<file path="src/rtl/bus_xbar_n.sv">
// Single-master, N-slave registered bus decoder with wait states, timeout and access faults.
// Optional fault capture (err_addr/err_count) is built when BUS_ERR_CAPTURE_EN is defined.
module bus_xbar_n #(
    parameter int unsigned XLEN           = 32,
    parameter int unsigned NUM_SLAVES     = 5,
    parameter logic [NUM_SLAVES*XLEN-1:0] SLAVE_BASE = {
        32'h8000_0000, 32'h1000_0000, 32'h0C00_0000, 32'h0200_0000, 32'h0000_0000
    },
    parameter logic [NUM_SLAVES*XLEN-1:0] SLAVE_MASK = {
        32'hFFF0_0000, 32'hFFFF_F000, 32'hFC00_0000, 32'hFFFF_0000, 32'hFFFF_0000
    },
    parameter logic [NUM_SLAVES-1:0] SLAVE_RO = 5'b00001,
    parameter int unsigned TIMEOUT_CYCLES = 16
) (
    input  logic                     clk,
    input  logic                     reset_n,
    input  logic                     m_req_valid,
    input  logic [XLEN-1:0]          m_req_addr,
    input  logic [63:0]              m_req_wdata,
    input  logic                     m_req_we,
    input  logic [2:0]               m_req_size,
    output logic                     m_req_ready,
    output logic                     m_rsp_valid,
    output logic [63:0]              m_rsp_rdata,
    output logic                     m_rsp_err,
    output logic [NUM_SLAVES-1:0]    s_req_valid,
    output logic [XLEN-1:0]          s_req_addr,
    output logic [63:0]              s_req_wdata,
    output logic                     s_req_we,
    output logic [2:0]               s_req_size,
    input  logic [NUM_SLAVES-1:0]    s_req_ready,
    input  logic [NUM_SLAVES*64-1:0] s_rsp_rdata,
    output logic [XLEN-1:0]          err_addr,
    output logic [15:0]              err_count
);

    localparam int unsigned CntW = $clog2(TIMEOUT_CYCLES) + 1;
    localparam logic [CntW-1:0] CntLast = CntW'(TIMEOUT_CYCLES - 1);

    typedef enum logic [1:0] {
        StIdle,
        StBusy,
        StResp
    } state_e;

    state_e                state_q, state_d;
    logic [XLEN-1:0]       addr_q, addr_d;
    logic [63:0]           wdata_q, wdata_d;
    logic                  we_q, we_d;
    logic [2:0]            size_q, size_d;
    logic [NUM_SLAVES-1:0] sel_q, sel_d;
    logic [CntW-1:0]       cnt_q, cnt_d;
    logic [63:0]           rdata_q, rdata_d;
    logic                  err_q, err_d;

    logic [NUM_SLAVES-1:0] match_oh;
    logic                  match_found;
    logic [63:0]           sel_rdata;
    logic                  sel_ready;
    logic                  req_fault;

    // Lowest-index matching slave wins.
    always_comb begin
        match_oh    = '0;
        match_found = 1'b0;
        for (int i = 0; i < NUM_SLAVES; i++) begin
            if (!match_found &&
                ((m_req_addr & SLAVE_MASK[i*XLEN +: XLEN]) == SLAVE_BASE[i*XLEN +: XLEN])) begin
                match_oh[i] = 1'b1;
                match_found = 1'b1;
            end
        end
    end

    always_comb begin
        sel_rdata = '0;
        for (int i = 0; i < NUM_SLAVES; i++) begin
            if (sel_q[i]) begin
                sel_rdata = sel_rdata | s_rsp_rdata[i*64 +: 64];
            end
        end
    end

    assign sel_ready = |(s_req_ready & sel_q);
    assign req_fault = !match_found || (m_req_we && |(match_oh & SLAVE_RO));

    always_comb begin
        state_d = state_q;
        addr_d  = addr_q;
        wdata_d = wdata_q;
        we_d    = we_q;
        size_d  = size_q;
        sel_d   = sel_q;
        cnt_d   = cnt_q;
        rdata_d = rdata_q;
        err_d   = err_q;
        unique case (state_q)
            StIdle: begin
                if (m_req_valid) begin
                    addr_d  = m_req_addr;
                    wdata_d = m_req_wdata;
                    we_d    = m_req_we;
                    size_d  = m_req_size;
                    sel_d   = match_oh;
                    cnt_d   = '0;
                    if (req_fault) begin
                        // Faulting requests never reach a slave.
                        state_d = StResp;
                        rdata_d = '0;
                        err_d   = 1'b1;
                    end else begin
                        state_d = StBusy;
                    end
                end
            end
            StBusy: begin
                if (sel_ready) begin
                    state_d = StResp;
                    rdata_d = we_q ? 64'd0 : sel_rdata;
                    err_d   = 1'b0;
                end else if (cnt_q == CntLast) begin
                    state_d = StResp;
                    rdata_d = '0;
                    err_d   = 1'b1;
                end else begin
                    cnt_d = cnt_q + 1'b1;
                end
            end
            StResp: begin
                state_d = StIdle;
            end
            default: begin
                state_d = StIdle;
            end
        endcase
    end

    always_ff @(posedge clk or negedge reset_n) begin
        if (!reset_n) begin
            state_q <= StIdle;
            addr_q  <= '0;
            wdata_q <= '0;
            we_q    <= 1'b0;
            size_q  <= '0;
            sel_q   <= '0;
            cnt_q   <= '0;
            rdata_q <= '0;
            err_q   <= 1'b0;
        end else begin
            state_q <= state_d;
            addr_q  <= addr_d;
            wdata_q <= wdata_d;
            we_q    <= we_d;
            size_q  <= size_d;
            sel_q   <= sel_d;
            cnt_q   <= cnt_d;
            rdata_q <= rdata_d;
            err_q   <= err_d;
        end
    end

    assign m_req_ready = (state_q == StIdle);
    assign m_rsp_valid = (state_q == StResp);
    assign m_rsp_rdata = m_rsp_valid ? rdata_q : 64'd0;
    assign m_rsp_err   = m_rsp_valid && err_q;
    assign s_req_valid = (state_q == StBusy) ? sel_q : '0;
    assign s_req_addr  = addr_q;
    assign s_req_wdata = wdata_q;
    assign s_req_we    = we_q;
    assign s_req_size  = size_q;

`ifdef BUS_ERR_CAPTURE_EN
    logic [XLEN-1:0] err_addr_q;
    logic [15:0]     err_count_q;
    logic            err_event;

    // Every fault response is entered from IDLE or BUSY, so this fires once per fault.
    assign err_event = (state_d == StResp) && err_d;

    always_ff @(posedge clk or negedge reset_n) begin
        if (!reset_n) begin
            err_addr_q  <= '0;
            err_count_q <= '0;
        end else if (err_event) begin
            err_addr_q <= addr_d;
            if (err_count_q != 16'hFFFF) begin
                err_count_q <= err_count_q + 16'd1;
            end
        end
    end

    assign err_addr  = err_addr_q;
    assign err_count = err_count_q;
`else
    assign err_addr  = '0;
    assign err_count = '0;
`endif

endmodule

</file>
<file path="config.mk">
export PLATFORM = sky130hd
export DESIGN_NAME = bus_xbar_n
export DESIGN_NICKNAME = d
export VERILOG_FILES = /design/src/rtl/bus_xbar_n.sv
export SDC_FILE = /design/constraint.sdc
export NUM_CORES = 1
export LEC_CHECK = 0
export ABC_AREA = 1
export CAP_MARGIN = 25
export CORE_AREA = 2 2 249 251
export CTS_CLUSTER_SIZE = 30
export DETAILED_ROUTE_END_ITERATION = 10
export DIE_AREA = 0 0 251 253
export PLACE_DENSITY_LB_ADDON = 0.2
export SKIP_CTS_REPAIR_TIMING = 1
export SLEW_MARGIN = 40
export SYNTH_ARGS = -nofsm -noshare
export SYNTH_HDL_FRONTEND = slang
export SYNTH_SLANG_ARGS = --single-unit
export TNS_END_PERCENT = 50
</file>
<file path="constraint.sdc">
create_clock -name clk -period 2 [get_ports clk]
set_input_delay 0.6 -clock clk [delete_from_list [all_inputs] [get_ports clk]]
set_output_delay 0.6 -clock clk [all_outputs]
set_load 0.005 [all_outputs]
</file>
* Word-level counts from Yosys, hierarchy flattened *
Index checks and enable logic that the tools add are counted.

storage, ports and cells
  register bits = 177
  word-level logic and storage cells = 83

cells by class
  add/sub/neg operators = 1
  multiplexer cells = 36
  eq/ne operators = 12
  bitwise operators = 5
  reductions and logical operators = 20

operator list
  kind                                                                number
  64-bit two-way mux                                                  11
  64-bit bitwise OR                                                   4
  64-bit case mux with 2 select lines                                 1
  32-bit zero test                                                    1
  20-bit by 17-bit == test with 1-bit output (second input constant)  1
  5-bit two-way mux                                                   4
  16-bit by 10-bit == test with 1-bit output (second input constant)  1
  1-bit two-way mux                                                   13
  12-bit == test (second input constant)                              1
  5-bit case mux with 2 select lines                                  1
  2-bit two-way mux                                                   4
  4-bit AND reduction                                                 2
  6-bit by 2-bit == test with 1-bit output (second input constant)    1
  1-bit logical AND                                                   6
  2-bit != test (second input constant)                               3
  5-bit by 1-bit adder with 5-bit output (second input constant)      1
  5-bit bitwise AND                                                   1
  5-bit by 4-bit == test with 1-bit output (second input constant)    1
  1-bit zero test                                                     5
  5-bit OR reduction                                                  1
  2-bit case mux with 2 select lines                                  1
  2-bit AND reduction                                                 2
  3-bit != test (second input constant)                               1
  2-bit by 1-bit == test with 1-bit output (second input constant)    1
  6 further kinds                                                     6

* Logic depth before layout (Yosys ltp) *
  word-level depth = 19
  mapped depth = 14
  depth with buffers taken out = 12

* Worst setup path after synthesis *
Ideal clock, no wire load.

  path type = register to output
  start point = register state_q[0]
  end point = output port m_rsp_valid
  arrival time = 1139 ps
  required time = 1400 ps
  setup slack = 261 ps
  stages on the path, launching flop included = 6
  path through = dfrtp_1 > inv_1 > nand2_1 > clkbuf_1 > buf_1 > inv_1

on the way
  longest elaborated chain between the ends = 1

RTL lines
  what                    line  source
  from (decl)             46    state_e state_q, state_d;
  from (signal assigned)  140   state_q <= StIdle;
  from (signal assigned)  150   state_q <= state_d;
  2-bit == test           163   assign m_rsp_valid = (state_q == StResp);
  to (decl)               23    output logic m_rsp_valid,

Every way passes these cells.

* Final worst setup path *
  start point = register state_q[0]
  end point = output port m_rsp_rdata[33]

on the way
  longest elaborated chain between the ends = 2

RTL lines
  what                line  source
  2-bit == test       163
  64-bit two-way mux  164   assign m_rsp_rdata = m_rsp_valid ? rdata_q : 64'd0;
  to (decl)           24    output logic [63:0] m_rsp_rdata,

Every way passes these cells.

==> results.cfg <==
[pwr]
p_leak_nw = 7.56
powerDensity_nw_per_um2 = 598
ir_drop_mv = 0.498

[worst_setup_path]
crit_family = buffers and inverters
max_stage_delay_ns = 0.39
crit_path_start_kind = register
worstPathRequired_ns = 1.40
cp_num_cells = 7
regToRegSetupSlack_ns = -0.19
slowest_stage = dfrtp_1
path_cells = inv_2 -> nand2_8 -> clkbuf_16 -> buf_12 -> buf_12 -> nor2_2 -> buf_2
cpMostUsedCell = buf_12
crit_buf_inv = 5
crit_path_end_kind = output pin
reg2reg_depth = 14
timing.rr.end = rdata_q[29]
cp_max_fo = 4
critical_path_class = reg -> out
crit_end = m_rsp_rdata[33]
r2r_start = state_q[1]
arrival_ns = 1.72
crit_path_start = state_q[0]

[clock_network]
clk_latency_ns = 0.48
cts_root_buf = clkbuf_16
cts_buffers = 17
clock_path_buffers = 2
cts.sinks = 177
path_clk_slew_ns = 0.09
cts_tree = built
htreeDepth = 4

[place]
pre_cts_ws_ns = -0.596
io_buffer_count = 599
place_hpwl_um = 38200
gp_congestion = 0.764

[drt]
drt_iter0_markers = 422
drt-pass1-iter-count = 5
drt-total-wl_um = 50600
drcViolationCount = 0
vias_per_cell = 4.01
post_drt_wl_per_cell_um = 19.5
vias = 10400
ant_nets = 0

[sta]
min_period_ns = 2.32
rsz0062_at_grt = yes
finalCritPeriodShare_pct = 116
final_max_slew_viol_count = 0
whs_ns = 0.0236
finClkSkew_ns = 0.00949
hold_viol = 0
maxClockFrequency_mhz = 430
worst-slew-pin-transition_ns = 0.654
maxSlewHeadroom_pct = 56.4
fin_ws_ns = -0.324
setup_viol = 144

[synthesis]
synth-seq-cells = 177
synth_most_common_cell = nand2_1
synth_area_um2 = 9720
yosys.area.top_type_share_pct = 45.6
yosys.cell_types.count = 25
async_flop_share_pct = 100
synth-main-ff-cell = dfrtp_1
synth-edff-count = 0
synth_area_leader_cell = dfrtp_1
synthTopCellsByCount = nand2_1 (364), dfrtp_1 (177), inv_1 (93)
syn_inst = 1173
avgSynthCellArea_um2 = 8.29
ys_warn_count = 0
ys_seq_area_share_pct = 45.6
synth_area_leaders = dfrtp_1 (46%), nand2_1 (14%), mux2_2 (10%), a22o_1 (5.8%), a31oi_1 (4.1%)

[outcome]
status = finished with violations
violations = setup timing

[grt]
grt_max_degree = 66
grt_overflow = 0
first_global_vias = 11000
antenna_found_initial = 4
grt_pass1_wl_um = 69700
grt_use_total_pct = 14.7

[floorplan]
num_rows = 91
core_area_um2 = 61000
die_h_um = 253
start_util_pct = 15.9
dieArea_um2 = 63500
dieWidth_um = 251
top_level_ports = 648

[finish]
syn2layout_area_growth_pct = 86.1
utilization_pct = 29.7
fill_cells = 6564
fin_nets = 2225
drive_gt1_share_pct = 19.2

[run]
cap_violations = 0

[hold_path]
hold_class = in -> async
## layout by cell type (no fill, tap or decap), types with 2 or more instances in the layout
| cell | count |
|---|---|
| clkdlybuf4s50_1 | 526 |
| inv_2 | 2 |
| mux2_2 | 89 |
| clkbuf_2 | 19 |
| inv_8 | 3 |
| o21ai_0 | 18 |
| dfrtp_2 | 2 |
| a22o_1 | 64 |
| nand3_1 | 5 |
| inv_1 | 92 |
| nor2_2 | 29 |
| a21oi_1 | 68 |
| buf_8 | 3 |
| diode_2 | 2 |
| a31oi_1 | 64 |
| buf_6 | 24 |
| clkbuf_16 | 24 |
| dlymetal6s2s_1 | 3 |
| conb_1 | 48 |
| clkinv_4 | 2 |
| dfrtp_1 | 170 |
| buf_4 | 42 |
| dfrtp_4 | 5 |
| clkinv_8 | 5 |
| nand2_1 | 362 |
| nand4_1 | 3 |
| buf_12 | 23 |
| nor2_1 | 32 |
| buf_2 | 29 |
| nand2_8 | 3 |
| inv_6 | 4 |
| buf_16 | 2 |
| nor2_4 | 32 |
| ha_1 | 2 |
## report_power, final
group	switching, mW	internal, mW
clock network	1.85	1.83
logic	1.14	1.90
registers	0.193	3.92
## state kept, by name (all words and copies together) (netlist names)
register     flops
err_q            1
cnt_q            5
rdata_q         64
s_req_size       3
sel_q            5
state_q          2
s_req_addr      32
s_req_wdata     64
s_req_we         1
## worst min-delay path by stage
| stage | slack, ns | cells past startpoint | to |
|---|---|---|---|
| 3_5_place_dp | 0.46 | 2 | rdata_q[4] |
| 2_1_floorplan | 0.30 | 0 | cnt_q[0] |
| 4_1_cts | -0.01 | 1 | s_req_wdata[5] |
| 3_3_place_gp | 0.45 | 2 | rdata_q[26] |
| 6_report | 0.02 | 1 | s_req_wdata[5] |
| 5_1_grt | 0.005 | 1 | s_req_wdata[13] |
## area by class of cell
type | count | area [um2] | share of cell area, %
Multi-Input combinational cell | 825 | 4780 | 26.4
Clock inverter | 15 | 205 | 1.13
Inverter | 95 | 362 | 2.00
Tap cell | 790 | 988 | 5.46
Timing Repair Buffer | 679 | 6880 | 38.0
Sequential cell | 177 | 4450 | 24.6
Antenna cell | 2 | 5.00 | 0.0277
Clock buffer | 17 | 425 | 2.35
## kinds of logic after synthesis
group / share of synthesized area (%)
AOI/OAI and AO/OA: 14.5
adders and majority gates: 0.257
buffers and inverters: 10.9
DFF: 45.6
muxes: 10.3
other: 0.0386
and+or+nand+nor: 18.5
## stage by stage
stage / TNS (ns) / cell area [um2] / std cells / power, mW
6_report: -21.18 / 18100 / 2600 / 10.8
5_1_grt: -38.95 / 18100 / 2598 / 11.4
4_1_cts: -45.59 / 17400 / 2570 / 10.8
3_5_place_dp: -43.18 / 16800 / 2538 / 6.97
3_3_place_gp: -41.09 / 16800 / 2538 / 6.96
2_1_floorplan: 0 / 9900 / 1220 / 4.99
## worst reg2reg max path: cells and delay by family, from the launching register on
family	cells	cell delay, ns
buffers and inverters	7	1.01
AO/OA/AOI/OAI	1	0.14
flip-flops	1	0.45
AND/OR/NAND/NOR	6	0.53
## layer usage
metal | routed length (um) | vias up | GRT usage (%)
li1 | - | 5001 | -
met1 | 20400 | 4975 | 16.8
met2 | 25500 | 416 | 26.3
met3 | 4010 | 33 | 5.13
met4 | 721 | 2 | 3.42
met5 | 13 | - | 0
No activity file was read; power rests on OpenSTA's default activity.
